File: config.mk
export PLATFORM = sky130hd
export DESIGN_NAME = lamp_monitor
export DESIGN_NICKNAME = d
export VERILOG_FILES = /design/src/rtl/lamp_pkg.sv /design/src/rtl/lamp_therm_decode.sv /design/src/rtl/lamp_monitor.sv
export SDC_FILE = /design/constraint.sdc
export NUM_CORES = 1
export LEC_CHECK = 0
export ABC_AREA = 1
export CAP_MARGIN = 20
export CORE_MARGIN = 4
export CORE_UTILIZATION = 55
export CTS_CLUSTER_DIAMETER = 80
export DETAILED_ROUTE_END_ITERATION = 6
export PLACE_DENSITY = 0.81
export SLEW_MARGIN = 10
export SYNTH_ARGS = -nofsm -noshare
export SYNTH_HDL_FRONTEND = slang
export SYNTH_SLANG_ARGS = --single-unit
export TNS_END_PERCENT = 1
File: constraint.sdc
create_clock -name clk -period 6.45 [get_ports clk]
set_input_delay 0.645 -clock clk [delete_from_list [all_inputs] [get_ports clk]]
set_output_delay 0.645 -clock clk [all_outputs]
set_load 0.05 [all_outputs]
File: src/rtl/lamp_pkg.sv
// Shared constants and encodings for the lamp bar observer.
package lamp_pkg;

    localparam int unsigned LAMP_W = 16;
    localparam int unsigned CNT_W  = 8;
    localparam int unsigned LVL_W  = $clog2(LAMP_W + 1);

    typedef enum logic [1:0] {
        ST_IDLE = 2'd0,
        ST_UP   = 2'd1,
        ST_DOWN = 2'd2
    } state_e;

    localparam logic [1:0] DIR_HOLD = 2'b00;
    localparam logic [1:0] DIR_UP   = 2'b01;
    localparam logic [1:0] DIR_DOWN = 2'b10;

endpackage

File: src/rtl/lamp_therm_decode.sv
// Combinational thermometer-code check and fill-level popcount.
module lamp_therm_decode
    import lamp_pkg::*;
(
    input  logic [LAMP_W-1:0] i_lamp,
    output logic              o_valid,
    output logic [LVL_W-1:0]  o_level
);

    logic [LAMP_W-1:0] w_inc;

    // A legal bar is 2^k-1; all-ones wraps to zero and is still legal.
    assign w_inc   = i_lamp + LAMP_W'(1);
    assign o_valid = ((i_lamp & w_inc) == '0);

    always_comb begin
        o_level = '0;
        for (int i = 0; i < LAMP_W; i++) begin
            o_level = o_level + LVL_W'(i_lamp[i]);
        end
    end

endmodule

File: src/rtl/lamp_monitor.sv
// Observer for the chaser lamp bar: decodes level/direction, captures
// turnaround points, counts completed runs and flags illegal samples/steps.
module lamp_monitor
    import lamp_pkg::*;
(
    input  logic              clk,
    input  logic              rst_n,
    input  logic [LAMP_W-1:0] lamp,
    input  logic              clr_err,
    output logic [LVL_W-1:0]  level,
    output logic [1:0]        dir,
    output logic              turn,
    output logic [LVL_W-1:0]  peak,
    output logic [LVL_W-1:0]  trough,
    output logic              run_done,
    output logic [CNT_W-1:0]  run_cnt,
    output logic              err_pattern,
    output logic              err_step
);

    localparam int unsigned LVX_W = LVL_W + 1;

    logic [LAMP_W-1:0] r_lamp_q;
    state_e            r_state;

    logic              w_valid;
    logic [LVL_W-1:0]  w_new;
    logic [LVX_W-1:0]  w_new_x;
    logic [LVX_W-1:0]  w_lvl_x;
    logic              w_same;
    logic              w_up1;
    logic              w_dn1;
    logic              w_big;
    logic              w_rise;
    logic              w_zero;

    lamp_therm_decode u_decode (
        .i_lamp  (r_lamp_q),
        .o_valid (w_valid),
        .o_level (w_new)
    );

    // Level is also the previous legal level used for the step delta.
    assign w_new_x = {1'b0, w_new};
    assign w_lvl_x = {1'b0, level};
    assign w_same  = (w_new == level);
    assign w_up1   = (w_new_x == w_lvl_x + LVX_W'(1));
    assign w_dn1   = (w_new_x + LVX_W'(1) == w_lvl_x);
    assign w_big   = !w_same && !w_up1 && !w_dn1;
    assign w_rise  = (w_new > level);
    assign w_zero  = (w_new == LVL_W'(0));

    always_ff @(posedge clk or negedge rst_n) begin
        if (!rst_n) begin
            r_lamp_q    <= '0;
            r_state     <= ST_IDLE;
            level       <= '0;
            dir         <= DIR_HOLD;
            turn        <= 1'b0;
            peak        <= '0;
            trough      <= '0;
            run_done    <= 1'b0;
            run_cnt     <= '0;
            err_pattern <= 1'b0;
            err_step    <= 1'b0;
        end else begin
            r_lamp_q <= lamp;
            turn     <= 1'b0;
            run_done <= 1'b0;

            // Sticky flags: a new event wins over a simultaneous clear.
            err_pattern <= (err_pattern & ~clr_err) | ~w_valid;
            err_step    <= (err_step & ~clr_err) | (w_valid & w_big);

            if (w_valid) begin
                if (w_same) begin
                    dir <= DIR_HOLD;
                end else if (w_big) begin
                    level <= w_new;
                    dir   <= w_rise ? DIR_UP : DIR_DOWN;
                    if (w_zero) begin
                        r_state <= ST_IDLE;
                    end else begin
                        r_state <= w_rise ? ST_UP : ST_DOWN;
                    end
                end else begin
                    level <= w_new;
                    dir   <= w_up1 ? DIR_UP : DIR_DOWN;
                    case (r_state)
                        ST_IDLE: begin
                            if (w_up1) begin
                                r_state <= ST_UP;
                            end
                        end
                        ST_UP: begin
                            if (w_dn1) begin
                                r_state <= ST_DOWN;
                                turn    <= 1'b1;
                                peak    <= level;
                            end
                        end
                        ST_DOWN: begin
                            if (w_up1) begin
                                r_state <= ST_UP;
                                turn    <= 1'b1;
                                trough  <= level;
                            end else if (w_zero) begin
                                r_state  <= ST_IDLE;
                                run_done <= 1'b1;
                                run_cnt  <= run_cnt + CNT_W'(1);
                                trough   <= '0;
                            end
                        end
                        default: r_state <= ST_IDLE;
                    endcase
                end
            end
        end
    end

endmodule
# ---- After elaboration in Yosys (flattened, before gate mapping)
# Cells that the tools add are included.
dict set report totals {
  out_inout_bits 29
  mem_bits_rw 0
  regBits 47
  memories 0
  latch_bits 0
  inputBits 19
  rom_bits 0
}
dict set report op_classes {
  n_shift 0
  div_mod_pow 0
  mul 0
  eq_ne 8
  addsub 19
  n_lt_le_gt_ge 1
  muxes 25
  bitwise_logic 11
  n_reduce_logical 14
}
# op n
set op_table {}
lappend op_table {{5-bit by 1-bit adder with 5-bit output} 14}
lappend op_table {{2-bit two-way mux} 10}
lappend op_table {{16-bit by 1-bit adder with 16-bit output (second input constant)} 1}
lappend op_table {{16-bit AND} 1}
lappend op_table {{16-bit zero test} 1}
lappend op_table {{5-bit AND reduction} 3}
lappend op_table {{5-bit by 1-bit adder with 6-bit output (second input constant)} 2}
lappend op_table {{1-bit two-way mux} 11}
lappend op_table {{5-bit two-way mux} 2}
lappend op_table {{8-bit by 1-bit adder with 8-bit output (second input constant)} 1}
lappend op_table {{5-bit by 6-bit equality test with 1-bit output} 1}
lappend op_table {{6-bit by 5-bit equality test with 1-bit output} 1}
lappend op_table {{3-bit inequality test (second input constant)} 2}
lappend op_table {{2-bit case mux with 3 select lines} 1}
lappend op_table {{6-bit AND reduction} 1}
lappend op_table {{5-bit equality test} 1}
lappend op_table {{5-bit > comparator} 1}
lappend op_table {{5-bit zero test} 1}
lappend op_table {{1-bit inverter} 5}
lappend op_table {{4-bit inequality test (second input constant)} 1}
lappend op_table {{1-bit AND} 3}
lappend op_table {{1-bit zero test} 3}
lappend op_table {{1-bit by 1-bit adder with 2-bit output} 1}
lappend op_table {{2-bit by 1-bit equality test with 1-bit output (second input constant)} 1}
lappend op_table {{other kinds (7)} 9}

# ---- Depth between registers and ports, before layout
# Gate-level depths: netlist of run 1.
dict set report logic_depth {
  depth_word 22
  ltp_mapped 26
}

# ---- Cells and area by module
# A second synthesis of run 1 with hierarchy kept.
dict set report unflattened {
  cells_unflattened 397
  area_unflattened_um2 3109.2
}
# mod seq_area_each_um2 area_per_inst_um2 n_inst cells_per_inst
set by_module_without_submodules {}
lappend by_module_without_submodules {lamp_monitor 1176.1 2401.1 1 282}
lappend by_module_without_submodules {lamp_therm_decode 0.0 708.2 1 115}

# ---- Worst setup path after synthesis of run 1
# OpenSTA, ideal clock, no wires.
dict set report synth_path {
  kind {flip-flop to flip-flop}
  from {register r_lamp_q[0]}
  to {register level[0]}
  synth_period_minus_slack_ns 5.279
  path_buffers 1
  arrival_time_ns 5.147
  t_required_ns 6.318
  stages_incl_launch_ff 22
  path_slack_ns 1.171
  cell_sequence {dfrtp_1 inv_1 ha_1 fa_1 inv_1 fa_1 fa_1 inv_1 fa_1 fa_1 fa_1 inv_1 nand2_1 nand2_2 inv_2 ha_1 nand4_1 nor2_1 inv_1 nand4_2 clkbuf_1 o21ai_0}
}
dict set report synth_between {
  elab_chain_cells 18
  word_cells_on_any_way 21
  classes_between {16 x add/sub; 1 x eq/ne; 2 x bitwise; 2 x reduce/logical}
}
# element line
set synth_lines {}
lappend synth_lines {{start, declared} lamp_monitor.sv:23} ;# logic [LAMP_W-1:0] r_lamp_q;
lappend synth_lines {{start signal, assigned} lamp_monitor.sv:67} ;# r_lamp_q <= lamp;
lappend synth_lines {{1-bit by 1-bit adder with 2-bit output} lamp_therm_decode.sv:19} ;# o_level = o_level + LVL_W'(i_lamp[i]);
lappend synth_lines {{5-bit by 1-bit adder with 5-bit output (14 in a row)} lamp_therm_decode.sv:19}
lappend synth_lines {{net u_decode.o_level[2]} lamp_therm_decode.sv:7} ;# output logic [LVL_W-1:0] o_level
lappend synth_lines {{5-bit equality test} lamp_monitor.sv:46} ;# assign w_same = (w_new == level);
lappend synth_lines {{1-bit inverter (no source line)} -}
lappend synth_lines {{2-bit AND reduction (no source line)} -}
lappend synth_lines {{end signal, assigned} lamp_monitor.sv:79} ;# level <= w_new;
lappend synth_lines {{end signal, assigned} lamp_monitor.sv:87} ;# level <= w_new;
lappend synth_lines {{end, declared} lamp_monitor.sv:10} ;# output logic [LVL_W-1:0] level,
# The timed path passes the listed nets, and every way through them passes these cells.
# A chain may end at the register's enable or synchronous reset.

# ---- Final worst setup path of run 1
dict set report layout_path {
  from {register r_lamp_q[0]}
  to {register run_cnt[1]}
}
dict set report layout_between {
  elab_chain_cells 21
  word_cells_on_any_way 32
  classes_between {17 x add/sub; 3 x eq/ne; 4 x bitwise; 8 x reduce/logical}
}
# element line
set layout_lines {}
lappend layout_lines {{1-bit by 1-bit adder with 2-bit output *} lamp_therm_decode.sv:19}
lappend layout_lines {{5-bit by 1-bit adder with 5-bit output * (14 in a row)} lamp_therm_decode.sv:19}
lappend layout_lines {{net u_decode.o_level[2]} lamp_therm_decode.sv:7}
lappend layout_lines {{5-bit by 1-bit adder with 6-bit output (tied with other cells)} lamp_monitor.sv:48} ;# assign w_dn1 = (w_new_x + LVX_W'(1) == w_lvl_x);
lappend layout_lines {{6-bit by 5-bit equality test with 1-bit output or 1-bit zero test (tied branches)} {lamp_monitor.sv:48, lamp_monitor.sv:49}}
lappend layout_lines {{1-bit zero test or 1-bit logical AND (tied branches)} lamp_monitor.sv:49} ;# assign w_big = !w_same && !w_up1 && !w_dn1;
lappend layout_lines {{1-bit logical AND} lamp_monitor.sv:49}
lappend layout_lines {{1-bit inverter (no source line)} -}
lappend layout_lines {{6-bit AND reduction (no source line) *} -}
lappend layout_lines {{end signal, assigned} lamp_monitor.sv:110} ;# run_cnt <= run_cnt + CNT_W'(1);
lappend layout_lines {{end, declared} lamp_monitor.sv:16} ;# output logic [CNT_W-1:0] run_cnt,
# Mark *: on every way through the listed nets, which the timed path passes. The rest lies on a longest branch.

==> flow_summary.toml, run 1 <==
[clock_tree]
clk_latency_ps = 310
holdBufCountCts = 0
cts_resized = 0
cts_buffer_depth = 2
cts_setup_buffers = 0
htreeDepth = 2
clockRootBuffer = "clkbuf_8"
cts_tree = "yes"
cts_buffers = 5
cts_num_sinks = 47
clk_pin_slew_worst_paths_ps = 100

[synth]
yosysUniqueCellTypes = 36
synth_top_family_by_area = "simple AND/OR/NAND/NOR gates"
synthSimpleGateAreaFrac = 0.332
synthAdderAreaFrac = 0.143
synth_xor_area_frac = 0.0163
synth.avg_cell_area_um2 = 8.19
synth_cells = 394
synth_compound_area_frac = 0.0686
ys_seq_area_frac = 0.364
synth_area_um2 = 3230
syn_nets = 444
synth_warnings = 0
synth-seq-cells = 47
muxShareOfSynthArea = 0

[floorplan]
ios = 48
start_util = 0.575
die_x_um = 84.6
core_area_um2 = 5610
die_y_um = 84.6
row_count = 27
dieArea_um2 = 7160

[placed_design]
io_buffers = 47
dp_worst_setup_slack_ps = 895
hpwl_mm = 5.65
gp_congestion = 0.868

[critical_path]
required_ps = 6660
critPathArrivalTime_ps = 5760
start_kind = "flop"
cp-end-kind = "flop"
cp_max_fo = 9
criticalPathCategory = "reg -> reg"

[power]
p_int_uw = 672
power.leakage_nw = 1.88
ir_drop_mv = 0.217
power_density_nw_per_um2 = 329
sequentialPowerShare = 0.240
pwr-share-comb = 0.583
p_switching_uw = 610
p_total_mw = 1.28
netSwitchingFraction = 0.476
pwr-share-clk = 0.177

[layout]
drive_above_1_share = 0.132
final_cell_mix = "112 x nand2_1, 52 x inv_1, 47 x dfrtp_1"
utilization = 0.695
nets = 496
area_growth_syn_to_layout_pct = 20.8
antennaDiodeCount = 0
final_common_cell = "nand2_1"

[route]
vias = 2685
viasPerCell = 5.17
wl_per_cell_um = 13.8
ant_nets = 0
wl_mm = 7.14
drt_iter0_markers = 163
route.detailed.drc = 0
drtPass1Iterations = 4

[sta]
clock.fmax_mhz = 180
setup_tns_ps = 0
min_period_ps = 5560
setup_violations = 0
final_max_slew_viol_count = 0
slew_headroom = 0.656
final.period_utilization = 0.861
rsz0062_at_grt = "no"
fin_ws_ps = 894
finalHoldViolCount = 0
fin_skew_ps = 10.2
worst_slew_pin_slew_ps = 515

[grt]
grt_overflow = 0
grt_pass1_wl_mm = 12.3
antenna_found_initial = 0
grt_pass1_vias = 2573
grt_max_degree = 48
grt_usage = 0.213

[run_status]
status = "completed"

[run]
cap_violations = 0

[min_path]
hold_path.class = "in -> async"
## cells by family (layout without fill, tap and decap cells)
kind of cell,count (synthesis),after routing
AND/OR/NAND/NOR,212,212
adder cells (fa/ha/maj),31,31
AO/OA/AOI/OAI,36,36
flip-flops,47,47
XOR/XNOR,6,6
buffers and inverters,62,115
## power groups by stage
| stage | logic (mW) | clock network, mW | registers, mW |
|---|---|---|---|
| after floorplan | 0.598 | 0 | 0.312 |
| after global placement | 0.712 | 0 | 0.313 |
| after detailed placement | 0.732 | 0 | 0.313 |
| after CTS | 0.736 | 0.229 | 0.307 |
| after global routing | 0.864 | 0.241 | 0.308 |
| final | 0.747 | 0.227 | 0.307 |
## synth_stat cells
library cell | number | area [um2]
a21oi_1 | 6 | 30.0
a21oi_2 | 2 | 17.5
buf_2 | 1 | 5.00
buf_6 | 1 | 11.3
clkbuf_1 | 1 | 3.75
dfrtp_1 | 47 | 1180
fa_1 | 10 | 200
ha_1 | 21 | 263
inv_1 | 52 | 195
inv_2 | 6 | 22.5
inv_4 | 1 | 6.26
nand2_1 | 112 | 420
nand2_2 | 11 | 68.8
nand2_4 | 4 | 45.0
nand2_8 | 1 | 20.0
nand3_1 | 31 | 155
nand3_2 | 2 | 20.0
nand3_4 | 2 | 35.0
nand3b_1 | 2 | 15.0
nand4_1 | 6 | 37.5
nand4_2 | 1 | 12.5
nand4_4 | 1 | 21.3
nor2_1 | 27 | 101
nor2_2 | 5 | 31.3
nor2_4 | 5 | 56.3
nor2_8 | 1 | 20.0
nor3_2 | 1 | 10.0
o2111ai_1 | 1 | 8.76
o211ai_1 | 1 | 7.51
o21ai_0 | 11 | 55.1
o21ai_1 | 7 | 35.0
o21ai_2 | 6 | 52.6
o221ai_1 | 1 | 8.76
o22ai_1 | 1 | 6.26
xnor2_1 | 3 | 26.3
xor2_1 | 3 | 26.3
## flip-flops by register name, summed over array words and instances, names as in the netlist, 2 cells and up
signal    flops
dir           2
level         5
peak          5
r_lamp_q     16
r_state       2
run_cnt       8
trough        5
## critical path, cell delays in order, from the launching register on
cell and delay [ps]:
dfrtp_1 380, inv_1 50, ha_1 300, fa_1 480
inv_1 50, fa_1 470, fa_1 510, inv_1 50
fa_1 440, fa_1 410, fa_1 390, inv_1 90
nand2_1 80, nand2_2 130, inv_2 50, ha_1 280
nand4_1 100, nor2_1 360, inv_1 210, nand2_4 130
inv_4 60, nand2_8 110, nand4_1 150, nand2_1 110
nand2_1 60
## through the flow
step / hold WS [ps] / cell area (um2) / cells
floorplan: 349 / 3230 / 394
global placement: 472 / 3760 / 510
detailed placement: 472 / 3760 / 510
CTS: 496 / 3880 / 518
global route: 213 / 3900 / 519
finish: 203 / 3900 / 519
## routing by layer
metal,global-route usage,up-vias,share of wire
met5,0,-,0
met1,0.314,1227,0.48
met4,0.0561,0,0.015
met2,0.318,94,0.43
li1,-,1352,-
met3,0.0451,12,0.077
## final timing paths
path | depth (start not counted) | to | from | slack (ps)
worst min-delay path | 1 | peak[0] | rst_n | 200
max in group asynchronous | 2 | trough[3] | rst_n | 5760
min in group clk | 2 | peak[4] | peak[4] | 500
worst max-delay path | 24 | run_cnt[1] | r_lamp_q[0] | 890
worst max register to register | 24 | run_cnt[1] | r_lamp_q[0] | 890
worst min register to register | 2 | peak[4] | peak[4] | 500
## layout make-up
class | instances | area, um2
Fill cell | 462 | 1710
Inverter | 59 | 224
Sequential cell | 47 | 1180
Timing Repair Buffer | 48 | 485
Clock inverter | 3 | 47.5
Clock buffer | 5 | 68.8
Multi-Input combinational cell | 285 | 1810
Tap cell | 72 | 90.1
Note: power is estimated with default switching activity, not from simulation.
==> run 2, diff against run 1 <==
--- a/config.mk
+++ b/config.mk
@@ -8,12 +8,13 @@
 export ABC_AREA = 1
 export CAP_MARGIN = 20
 export CORE_MARGIN = 4
-export CORE_UTILIZATION = 55
-export CTS_CLUSTER_DIAMETER = 80
+export CORE_UTILIZATION = 54
+export CTS_CLUSTER_DIAMETER = 60
 export DETAILED_ROUTE_END_ITERATION = 6
-export PLACE_DENSITY = 0.81
+export PLACE_DENSITY = 0.8
 export SLEW_MARGIN = 10
 export SYNTH_ARGS = -nofsm -noshare
 export SYNTH_HDL_FRONTEND = slang
+export SYNTH_HIERARCHICAL = 1
 export SYNTH_SLANG_ARGS = --single-unit
 export TNS_END_PERCENT = 1
==> run 2 against run 1 <==
- combinational power is 6.2% higher
- sequential share of layout area is 0.87 points higher
- non-clock buffer count is 1 higher
- clock skew is 3.8 ps lower
- register-to-register slack worse by 130 ps
- total power is 3.6% higher
- sequential power hardly changed
- worst setup slack worse by 130 ps
- synthesized cell count is 0.76% higher
- largest power group unchanged
==> flow_summary.toml, run 2 <==
[min_path]
hold_path.class = "in -> async"

[sta]
clock.fmax_mhz = 176
final_max_slew_viol_count = 0
final.period_utilization = 0.881
setup_violations = 0
finalHoldViolCount = 0
slew_headroom = 0.510
setup_tns_ps = 0
rsz0062_at_grt = "no"
fin_skew_ps = 6.40
worst_slew_pin_slew_ps = 729
min_period_ps = 5680

[critical_path]
reg2reg_slack_ps = 770
cp_max_fo = 16
required_ps = 6700
criticalPathCategory = "reg -> reg"
cp-end-kind = "flop"
start_kind = "flop"
critPathArrivalTime_ps = 5930

[route]
wl_met3_um = 302
met2WireLength_mm = 3.48
route.detailed.drc = 0
vias = 2667
wl_per_cell_um = 13.3
ant_nets = 0
drtPass1Iterations = 5
drt_iter0_markers = 112
wl_mm = 6.93
viasPerCell = 5.11
top_layer_used = "met4"
wl_met1_mm = 3.03

[placed_design]
io_buffers = 47
hpwl_mm = 5.31
gp_congestion = 0.906

[floorplan]
dieArea_um2 = 7040
die_y_um = 83.9
ios = 48
core_area_um2 = 5540
start_util = 0.561
die_x_um = 83.9
row_count = 27

[layout]
largest_reg_flops = 16
reg_top3 = "r_lamp_q: 16 flops, run_cnt: 8 flops"
final_cell_mix = "112 x nand2_1, 64 x inv_1, 47 x dfrtp_1"
final_common_cell = "nand2_1"
nFillCells = 469
utilization = 0.684
regMostFlops = "r_lamp_q"
area_growth_syn_to_layout_pct = 21.9
antennaDiodeCount = 0
nets = 498
drive_above_1_share = 0.0822

[power]
p_int_uw = 710
ir_drop_mv = 0.315
pwr-share-clk = 0.171
netSwitchingFraction = 0.465
p_switching_uw = 617
sequentialPowerShare = 0.231
power.leakage_nw = 1.84
pwr-share-comb = 0.598
power_density_nw_per_um2 = 350

[synth]
yosys.area.top_type = "dfrtp_1"
yosysMostFrequentCell = "nand2_1"
synthArstFlopShare = 1.00
ys_seq_area_frac = 0.378
synth-seq-cells = 47
synth_cells = 397
synthTopCellsByCount = "112 x nand2_1, 64 x inv_1, 47 x dfrtp_1"
yosysUniqueCellTypes = 32
synth_top_area_frac = 0.378
synth_area_leaders = "dfrtp_1 38%, nand2_1 14%, ha_1 8.0%"
synth_edf_count = 0
synth_area_um2 = 3110
synth_warnings = 6
ys.flop_type = "dfrtp_1"
syn_nets = 446
synth.avg_cell_area_um2 = 7.83

[clock_tree]
cts_buffer_depth = 2
cts_buffers = 5
holdBufCountCts = 0
clk_pin_slew_worst_paths_ps = 90
cts_tree = "yes"
htreeDepth = 2
clk_latency_ps = 300
cts_num_sinks = 47
cts_setup_buffers = 0
clockRootBuffer = "clkbuf_8"
cts_resized = 0

[grt]
grt_pass1_wl_mm = 12.4
grt_pass1_vias = 2689
grt_usage = 0.215
grt_overflow = 0
grt_max_degree = 48
antenna_found_initial = 0

[run]
cap_violations = 0

[run_status]
status = "completed"
==> run 2: cell types whose count changed after synthesis, moves of 5 or more <==
cell	change
nand2_2	-6
inv_1	+12
nand4_1	+5
o21ai_2	-6
o21ai_1	+14
==> run 2: worst max-delay path, cell delays in order (launching register included) <==
cell     delay (ps)
dfrtp_1         380
inv_1            90
fa_1            580
fa_1            470
fa_1            560
fa_1            420
inv_1            70
ha_1            170
inv_1            60
fa_1            390
xnor2_1         600
ha_1            380
nand4_1         120
nor2_1           90
nor2_2          490
nand3_1         440
o21ai_1         170
and3_1          160
==> run 2: power groups by stage <==
stage | Sequential, mW | Combinational (mW) | Clock [mW]
2_1_floorplan | 0.312 | 0.626 | 0
3_3_place_gp | 0.313 | 0.757 | 0
3_5_place_dp | 0.313 | 0.775 | 0
4_1_cts | 0.307 | 0.782 | 0.229
5_1_grt | 0.308 | 0.907 | 0.246
6_report | 0.307 | 0.793 | 0.227
==> run 2: area by class of cell <==
type,instances,area [um2],share of cell area
clock inverters,2,35.0,0.00924
flip-flops and latches,47,1180,0.310
multi-input cells,273,1630,0.430
repair buffers,49,500,0.132
inverters,73,277,0.0730
clock buffers,6,82.6,0.0218
well taps,72,90.1,0.0238
==> run 2: layer usage <==
metal,vias up,track usage
met1,1241,0.271
met3,11,0.0415
met2,66,0.377
met4,0,0.0526
li1,1349,-
met5,-,0
==> run 2: worst paths after layout <==
path	from	to	cells past startpoint
hold / removal	rst_n	run_cnt[4]	1
setup reg to reg	r_lamp_q[0]	turn	17
min in group clk	trough[0]	trough[0]	2
setup / recovery	r_lamp_q[0]	turn	17
max in group asynchronous	rst_n	peak[4]	2
hold reg to reg	trough[0]	trough[0]	2
==> run 2: kinds of logic after synthesis <==
logic type / share of synthesized area
buffers and inverters: 0.0978
flip-flops: 0.378
AO/OA/AOI/OAI: 0.0741
adder cells (fa/ha/maj): 0.145
XOR/XNOR: 0.0254
AND/OR/NAND/NOR: 0.280
==> run 2: per-stage QoR <==
stage | worst slack [ps] | std cells | power [mW] | hold WS (ps) | area [um2]
floorplan | 1680 | 397 | 0.938 | 349 | 3110
global placement | 1030 | 513 | 1.07 | 473 | 3640
detailed placement | 863 | 513 | 1.09 | 477 | 3640
CTS | 810 | 521 | 1.32 | 499 | 3760
global route | 321 | 522 | 1.46 | 390 | 3790
finish | 765 | 522 | 1.33 | 347 | 3790
==> run 3, diff against run 2 <==
--- a/config.mk
+++ b/config.mk
@@ -6,7 +6,6 @@
 export NUM_CORES = 1
 export LEC_CHECK = 0
 export ABC_AREA = 1
-export CAP_MARGIN = 20
 export CORE_MARGIN = 4
 export CORE_UTILIZATION = 54
 export CTS_CLUSTER_DIAMETER = 60
==> run 3 against run 2 <==
- cell count is 0.19% lower
- combinational power barely moved
- largest power group unchanged
- hold slack better by 150 ps
- clock-buffer cell count stayed put
- highest routed layer unchanged
- sequential share of layout area rose by 0.23 points
- maximum frequency down 0.17%
==> flow_summary.toml, run 3 (synthesis results as in run 2) <==
[run_status]
status = "completed"

[route]
viasPerCell = 5.11
wl_mm = 6.94
vias = 2662
route.detailed.drc = 0
wl_per_cell_um = 13.3
drt_iter0_markers = 97
drtPass1Iterations = 5
ant_nets = 0

[layout]
drive_above_1_share = 0.0802
seq_area_um2 = 1180
utilization = 0.679
multi_input_area_um2 = 1630
nets = 497
reg_top3 = "r_lamp_q: 16 flops, run_cnt: 8 flops"
nFillCells = 472
area_growth_syn_to_layout_pct = 21.0
largest_reg_flops = 16
regMostFlops = "r_lamp_q"
antennaDiodeCount = 0
final_common_cell = "nand2_1"
final_cell_mix = "112 x nand2_1, 64 x inv_1, 47 x dfrtp_1"

[floorplan]
ios = 48
core_area_um2 = 5540
row_count = 27
dieArea_um2 = 7040
start_util = 0.561
die_y_um = 83.9
die_x_um = 83.9

[sta]
min_period_ps = 5690
worst_slew_pin_slew_ps = 1030
finalHoldViolCount = 0
final_max_slew_viol_count = 0
final.period_utilization = 0.883
setup_violations = 0
clock.fmax_mhz = 176
rsz0062_at_grt = "no"
slew_headroom = 0.314
setup_tns_ps = 0
fin_skew_ps = 6.53

[placed_design]
io_buffers = 47
hpwl_mm = 5.31
gp_congestion = 0.906

[power]
power.leakage_nw = 1.83
p_switching_uw = 616
p_int_uw = 709
netSwitchingFraction = 0.465
pwr-share-comb = 0.597
power_density_nw_per_um2 = 352
pwr-share-clk = 0.171
ir_drop_mv = 0.314
sequentialPowerShare = 0.232

[critical_path]
critical_path_buf_inv_count = 3
criticalPathCategory = "reg -> reg"
critPathArrivalTime_ps = 5940
rr_worst_depth = 17
crit_path_max_incr_delay_ps = 610
crit_chain = "inv_1, fa_1, fa_1, fa_1, fa_1, inv_1, ha_1, inv_1, fa_1, xnor2_1, ha_1, nand4_1, nor2_1, nor2_2, nand3_1, o21ai_1, and3_1"
cp-end-kind = "flop"
start_kind = "flop"
cp_max_fo = 16
cp_slowest_cell = "xnor2_1"
regToRegStartpoint = "r_lamp_q[0]"
path_common_cell = "fa_1"
reg2reg_slack_ps = 760
cp_top_family = "adder cells"
worstReg2RegEnd = "turn"
required_ps = 6700

[min_path]
hold_path.class = "reg -> reg"
min_to = "trough[0]"
hold_path_startpoint = "trough[0]"
hold_path_depth = 2

[clock_tree]
cts_num_sinks = 47
clockRootBuffer = "clkbuf_8"
cts_tree = "yes"
htreeDepth = 2
holdBufCountCts = 0
clk_pin_slew_worst_paths_ps = 90
cts_buffers = 5
cts_resized = 0
cts_buffer_depth = 2
clk_latency_ps = 300
cts_setup_buffers = 0

[grt]
grt_pass1_vias = 2689
grt_max_degree = 48
grt_overflow = 0
antenna_found_initial = 0
grt_pass1_wl_mm = 12.4
grt_usage = 0.215

[run]
cap_violations = 0
-- run 3: cell types whose count changed in the layout (fill, tap and decap cells not counted), sizes merged --
cell and change:
buf -1
-- run 3: how the worst max path moves through the flow --
stage / slack, ps / start / end / cells after the start
3_3_place_gp: 1030 / r_lamp_q[0] / turn / 17
6_report: 760 / r_lamp_q[0] / turn / 17
3_5_place_dp: 860 / r_lamp_q[0] / turn / 17
4_1_cts: 810 / r_lamp_q[0] / turn / 17
5_1_grt: 320 / r_lamp_q[7] / turn / 17
2_1_floorplan: 1680 / r_lamp_q[0] / trough[0] / 19
-- run 3: worst reg2reg max path, delay by kind of cell, from the launching register on --
kind	cells	cell delay, ps
AND/OR/NAND/NOR	5	1300
XOR/XNOR	1	610
buffers and inverters	3	220
AO/OA/AOI/OAI	1	170
flip-flops	1	380
adder cells (fa/ha/maj)	7	2960
-- run 3: cell type report --
type / instances / area share
inverters: 73 / 0.0735
well taps: 72 / 0.0239
flip-flops and latches: 47 / 0.313
repair buffers: 48 / 0.126
clock buffers: 6 / 0.0219
multi-input cells: 273 / 0.433
clock inverters: 2 / 0.00931
-- run 3: metrics by stage --
stage / setup slack [ps] / std cells / power (mW) / hold WS (ps) / instance area (um2)
after floorplan: 1680 / 397 / 0.938 / 349 / 3110
after global placement: 1030 / 513 / 1.07 / 473 / 3640
after global routing: 321 / 521 / 1.46 / 535 / 3760
final: 756 / 521 / 1.32 / 496 / 3760
after detailed placement: 863 / 513 / 1.09 / 477 / 3640
after CTS: 810 / 521 / 1.32 / 499 / 3760
-- run 3: power groups by stage --
stage          sequential [mW]  clock (mW)  combinational [mW]
2_1_floorplan            0.312           0               0.626
3_3_place_gp             0.313           0               0.757
3_5_place_dp             0.313           0               0.775
4_1_cts                  0.307       0.229               0.782
5_1_grt                  0.308       0.246               0.905
6_report                 0.307       0.227               0.791
-- run 3: per-layer routing --
metal / part of all wire / track usage / vias up
met5: 0 / 0 / -
li1: - / - / 1349
met3: 0.053 / 0.0415 / 9
met2: 0.51 / 0.377 / 69
met4: 0.013 / 0.0526 / 0
met1: 0.43 / 0.271 / 1235
==> RTL edit 1 (config.mk and constraints of run 2) <==
The package constant `CNT_W` goes from 8 to 7.
--- a/src/rtl/lamp_pkg.sv
+++ b/src/rtl/lamp_pkg.sv
@@ -2,7 +2,7 @@
 package lamp_pkg;
 
     localparam int unsigned LAMP_W = 16;
-    localparam int unsigned CNT_W  = 8;
+    localparam int unsigned CNT_W  = 7;
     localparam int unsigned LVL_W  = $clog2(LAMP_W + 1);
 
     typedef enum logic [1:0] {
Interface: changed (resized run_cnt); port bits go from 48 to 47. The function was not compared with the original's and may differ.
==> RTL edit 1 against run 2 <==
- final area shrank 1.1%
- clock power is 19% lower
- via count increased by 1.3%
- largest power group unchanged
- wire length is 2.7% lower
- synthesized cell count is 0.76% higher
- non-clock buffer count is the same
- setup slack better by 0.34 ns
- area after synthesis is essentially flat
- final cell count up 0.38%
- total power increased by 4.0%
- sequential cell count fell by 1
- highest routed layer unchanged
- combinational power grew 13%
- critical endpoint is now trough[1]
- sequential share of layout area decreased by 0.32 points
==> RTL edit 1: results (changes against run 2) <==
- Status: complete, no violations (unchanged)
- Pre-Repair DR Iteration Count: 4 (was 5)
- Largest net degree at the start of global routing: 47 (was 48)
- Post-Syn Nets: 449 (was 446)
- R2r worst-path depth: 21 (was 17)
- Worst EP arrival: 5.54 ns (was 5.93 ns)
- Clock Skews: 0.00873 ns (was 0.00640 ns)
- Vias in the first global route: 2703 (was 2689)
- Top cells by area, synth: dfrtp_1 (37%), nand2_1 (13%), ha_1 (8.1%), inv_1 (8.0%), fa_1 (6.4%) (was dfrtp_1 (38%), nand2_1 (14%), ha_1 (8.0%), inv_1 (7.7%), fa_1 (6.4%))
- Post-synthesis sequential area ratio: 37.1% (was 37.8%)
- First-pass GRT wire length: 12100 microns (was 12400 microns)
- Initial DRC count: 85 (was 112)
- Worst hold path class: input port to asynchronous set/reset pin (unchanged)
- DR WL met2: 3310 microns (was 3480 microns)
- Total track usage: 20.8% (was 21.5%)
- Share of cells above drive strength 1: 7.30% (was 8.22%)
- Top cells by count, synth: nand2_1 (109), inv_1 (66), dfrtp_1 (46) (was nand2_1 (112), inv_1 (64), dfrtp_1 (47))
- I/O Buffers: 46 (was 47)
- Metal-1 WL: 2950 microns (was 3030 microns)
- LEAKAGE: 1.89 nW (was 1.84 nW)
- Nets@finish: 500 (was 498)
- Gpl congestion: 0.877 (was 0.906)
- Initial antenna violation count: 0 (unchanged)
- Biggest regs: r_lamp_q x16, run_cnt x7 (was r_lamp_q x16, run_cnt x8)
- DRT Wirelength: 6750 microns (was 6930 microns)
- HPWL after DPL: 5310 microns (about the same)
- Via density: 5.16 (was 5.11)
- Wire length on met3: 350 microns (was 302 microns)
- Post-synth cell types: 35 (was 32)
- Main synth FF type: dfrtp_1 (unchanged)
- Max VDD drop: 0.364 mV (was 0.315 mV)
- Worst-margin pin slew: 0.586 ns (was 0.729 ns)
-- RTL edit 1: changes by cell type after synthesis, moves of 2 or more --
| cell | delta |
|---|---|
| nand4_1 | +4 |
| inv_2 | -4 |
| nand3_1 | +4 |
| xnor2_1 | -2 |
| nand2_2 | -2 |
| nor2_4 | +2 |
| inv_1 | +2 |
| o21ai_1 | -9 |
| o21ai_0 | +6 |
| nand2_1 | -3 |
| clkinv_1 | +2 |
-- RTL edit 1: layout make-up --
type	instances	area [sq um]
clock inverter	1	8.76
fill	464	1790
inverter	73	277
sequential	46	1150
tap	72	90.1
clock buffer	7	86.3
timing repair buffer	49	490
multi-input combinational	276	1640
-- RTL edit 1: layer usage --
| metal | vias to the layer above | track usage [%] |
|---|---|---|
| met4 | 0 | 7.46 |
| li1 | 1365 | - |
| met3 | 13 | 3.06 |
| met2 | 70 | 35.7 |
| met5 | - | 0 |
| met1 | 1254 | 26.6 |
-- RTL edit 1: through the flow --
stage	area (sq um)	util (%)	setup slack [ns]	instances	power, mW
CTS	3730	67.3	1.15	523	1.38
floorplan	3110	-	1.56	400	1.04
global route	3750	67.6	0.757	524	1.53
global placement	3630	65.6	1.37	515	1.17
finish	3750	67.6	1.10	524	1.38
detailed placement	3630	65.6	1.17	515	1.19
-- RTL edit 1: worst paths after layout --
check	start	end	slack [ns]
max reg2reg	r_lamp_q[0]	trough[1]	1.10
min	rst_n	run_cnt[5]	0.20
max in group asynchronous	rst_n	r_lamp_q[0]	5.80
min reg2reg	dir[1]	dir[1]	0.50
max	r_lamp_q[0]	trough[1]	1.10
min in group clk	dir[1]	dir[1]	0.50
-- RTL edit 1: power by group --
part	internal, mW	switching (mW)
Clock	0.0886	0.0953
Sequential	0.294	0.00703
Combinational	0.321	0.576
Total	0.703	0.678
-- RTL edit 1: worst max-delay path, stage by stage, from the launching register on --
cell and delay, ns:
dfrtp_1 0.38, inv_1 0.09, fa_1 0.57, fa_1 0.44, fa_1 0.43, fa_1 0.58
inv_1 0.06, ha_1 0.28, nand3_1 0.08, nand2_1 0.09, xor2_1 0.49, ha_1 0.36
nand4_1 0.09, inv_1 0.06, nand2_2 0.13, inv_1 0.11, nor2_4 0.30, nand2_1 0.12
inv_1 0.16, nand2_1 0.16, o21ai_0 0.21, nand2_1 0.07
-- RTL edit 1: logic make-up after synthesis --
| kind of cell | after synthesis | synth area share (%) |
|---|---|---|
| buffers and inverters | 78 | 10.0 |
| AO/OA/AOI/OAI | 40 | 7.09 |
| XOR/XNOR | 8 | 2.26 |
| adder cells (fa/ha/maj) | 30 | 14.5 |
| flip-flops | 46 | 37.1 |
| AND/OR/NAND/NOR | 198 | 29.1 |
==> RTL edit 2 (settings of run 2) <==
Made on the original files. The 3 states of `state_e` get a one-hot encoding in 3 bits.
--- a/src/rtl/lamp_pkg.sv
+++ b/src/rtl/lamp_pkg.sv
@@ -5,10 +5,10 @@
     localparam int unsigned CNT_W  = 8;
     localparam int unsigned LVL_W  = $clog2(LAMP_W + 1);
 
-    typedef enum logic [1:0] {
-        ST_IDLE = 2'd0,
-        ST_UP   = 2'd1,
-        ST_DOWN = 2'd2
+    typedef enum logic [2:0] {
+        ST_IDLE = 3'b001,
+        ST_UP   = 3'b010,
+        ST_DOWN = 3'b100
     } state_e;
 
     localparam logic [1:0] DIR_HOLD = 2'b00;
Function: same outputs for any inputs over 4 cycles, from zero or initial values and one cycle with rst_n low; so few cycles prove little.
==> RTL edit 2 against run 2 <==
- critical path depth rose by 3
- sequential cell count up 1
- total power rose by 11%
- area after synthesis rose by 2.8%
- wire length up 9.7%
- fmax is 3.9% lower
- utilization rose by 0.11 points
- via count increased by 8.1%
- global-route usage grew 0.73 points
- clock skew is 0.0028 ns higher
- setup slack lost 0.23 ns
- final area grew 1.4%
- critical path type unchanged
- critical endpoint is now peak[0]
- largest power group unchanged
- highest routed layer unchanged
==> RTL edit 2: results (changes against run 2) <==
- Status: complete, no violations (unchanged)
- Top cells by count, synth: nand2_1 (121), inv_1 (69), dfrtp_1 (47) (was nand2_1 (112), inv_1 (64), dfrtp_1 (47))
- Initial DRC count: 246 (was 112)
- Max stage delay on crit path: 0.58 ns (was 0.60 ns)
- LEAKAGE: 1.89 nW (was 1.84 nW)
- Async SR Flop Fraction: 100% (unchanged)
- Critical-path maximum fanout: 15 (was 16)
- WS Path Type: flip-flop to flip-flop (unchanged)
- Cell taking the most area after synthesis: dfrtp_1 (unchanged)
- Worst EP arrival: 6.15 ns (was 5.93 ns)
- Critical Path End: peak[0] (was turn)
- CP top delay family: adder cells (unchanged)
- Worst hold path class: input port to asynchronous set/reset pin (unchanged)
- Gpl congestion: 0.881 (was 0.906)
- CTS H-tree lvls: 2 (unchanged)
- Slowest-stage cell, CP: fa_1 (was xnor2_1)
- Total CTS buffers: 5 (unchanged)
- Post-Syn Nets: 462 (was 446)
- Setup bufs post-CTS: 0 (unchanged)
- Biggest regs: r_lamp_q x16, run_cnt x8 (unchanged)
- Share of cells above drive strength 1: 8.10% (was 8.22%)
- HPWL after DPL: 5790 microns (was 5310 microns)
- Cell chosen for the clock root: clkbuf_8 (unchanged)
- Reg-to-Reg Start: r_lamp_q[5] (was r_lamp_q[0])
- Nets@finish: 513 (was 498)
- CTS max path bufs: 2 (unchanged)
- Antenna cell count: 0 (unchanged)
- YS warnings: 6 (unchanged)
- I/O Buffers: 47 (unchanged)
- Vias in the first global route: 2806 (was 2689)
- Clock Skews: 0.00916 ns (was 0.00640 ns)
- Resize count post-CTS: 0 (unchanged)
- Top cells by area, synth: dfrtp_1 (37%), nand2_1 (14%), inv_1 (8.1%), nand3_1 (6.4%), fa_1 (6.3%) (was dfrtp_1 (38%), nand2_1 (14%), ha_1 (8.0%), inv_1 (7.7%), fa_1 (6.4%))
- Post-synthesis sequential area ratio: 37.6% (was 37.8%)
- Pre-Repair DR Iteration Count: 5 (unchanged)
- Slew Viols, Final: 0 (unchanged)
- Initial antenna violation count: 0 (unchanged)
- Clock latency on the worst-skew pair: 0.31 ns
- Largest net degree at the start of global routing: 49 (was 48)
- Max VDD drop: 0.317 mV (was 0.315 mV)
- Post-synth cell types: 32 (unchanged)
- First-pass GRT wire length: 13200 microns (was 12400 microns)
- Total track usage: 22.2% (was 21.5%)
- R2R setup slack: 0.54 ns (was 0.77 ns)
- DRT Wirelength: 7600 microns (was 6930 microns)
- R2r worst-path depth: 20 (was 17)
- Worst-margin pin slew: 0.603 ns (was 0.729 ns)
- Via density: 5.33 (was 5.11)
- Clk slew on worst S/H paths: 0.10 ns
## RTL edit 2: per-stage QoR
stage / hold WS, ns / instances / setup slack (ns) / instance area [sq um] / utilization, %
floorplan: 0.349 / 417 / 1.58 / 3200 / -
global placement: 0.471 / 533 / 0.942 / 3730 / 66.5
detailed placement: 0.480 / 533 / 0.765 / 3730 / 66.5
CTS: 0.447 / 541 / 0.613 / 3840 / 68.5
global route: 0.482 / 541 / 0.142 / 3840 / 68.5
finish: 0.421 / 541 / 0.536 / 3840 / 68.5
## RTL edit 2: area by class of cell
cell class	count	area, sq um
timing repair buffer	49	480
multi-input combinational	290	1680
fill	455	1770
clock inverter	3	46.3
clock buffer	5	68.8
inverter	74	278
sequential	48	1200
tap	72	90.1
## RTL edit 2: worst min-delay path by stage
stage	start	endpoint	slack (ns)	cells after the start
finish	rst_n	r_lamp_q[1]	0.42	2
CTS	rst_n	r_lamp_q[3]	0.45	2
global route	rst_n	peak[2]	0.48	2
floorplan	rst_n	dir[0]	0.35	0
global placement	trough[3]	trough[3]	0.47	2
detailed placement	r_state[0]	r_state[0]	0.48	2
## RTL edit 2: kinds of logic after synthesis
logic type / count (synthesis) / share of synthesized area [%]
fa+ha+maj: 26 / 12.5
buf+inv: 79 / 9.91
xor+xnor: 5 / 1.37
simple gates: 226 / 32.9
compound gates: 33 / 5.68
flops: 48 / 37.6
## RTL edit 2: per-layer routing
| metal | routed length (microns) | GRT usage (%) | up-vias | part of all wire (%) |
|---|---|---|---|---|
| li1 | - | - | 1418 | - |
| met1 | 3330 | 29.7 | 1341 | 44 |
| met2 | 3720 | 38.1 | 110 | 49 |
| met3 | 440 | 2.33 | 13 | 5.8 |
| met4 | 104 | 6.62 | 0 | 1.4 |
| met5 | 0 | 0 | - | 0 |
## RTL edit 2: report_power, final
part	internal [mW]	switching (mW)
Clock	0.117	0.110
Combinational	0.325	0.604
Sequential	0.306	0.00715
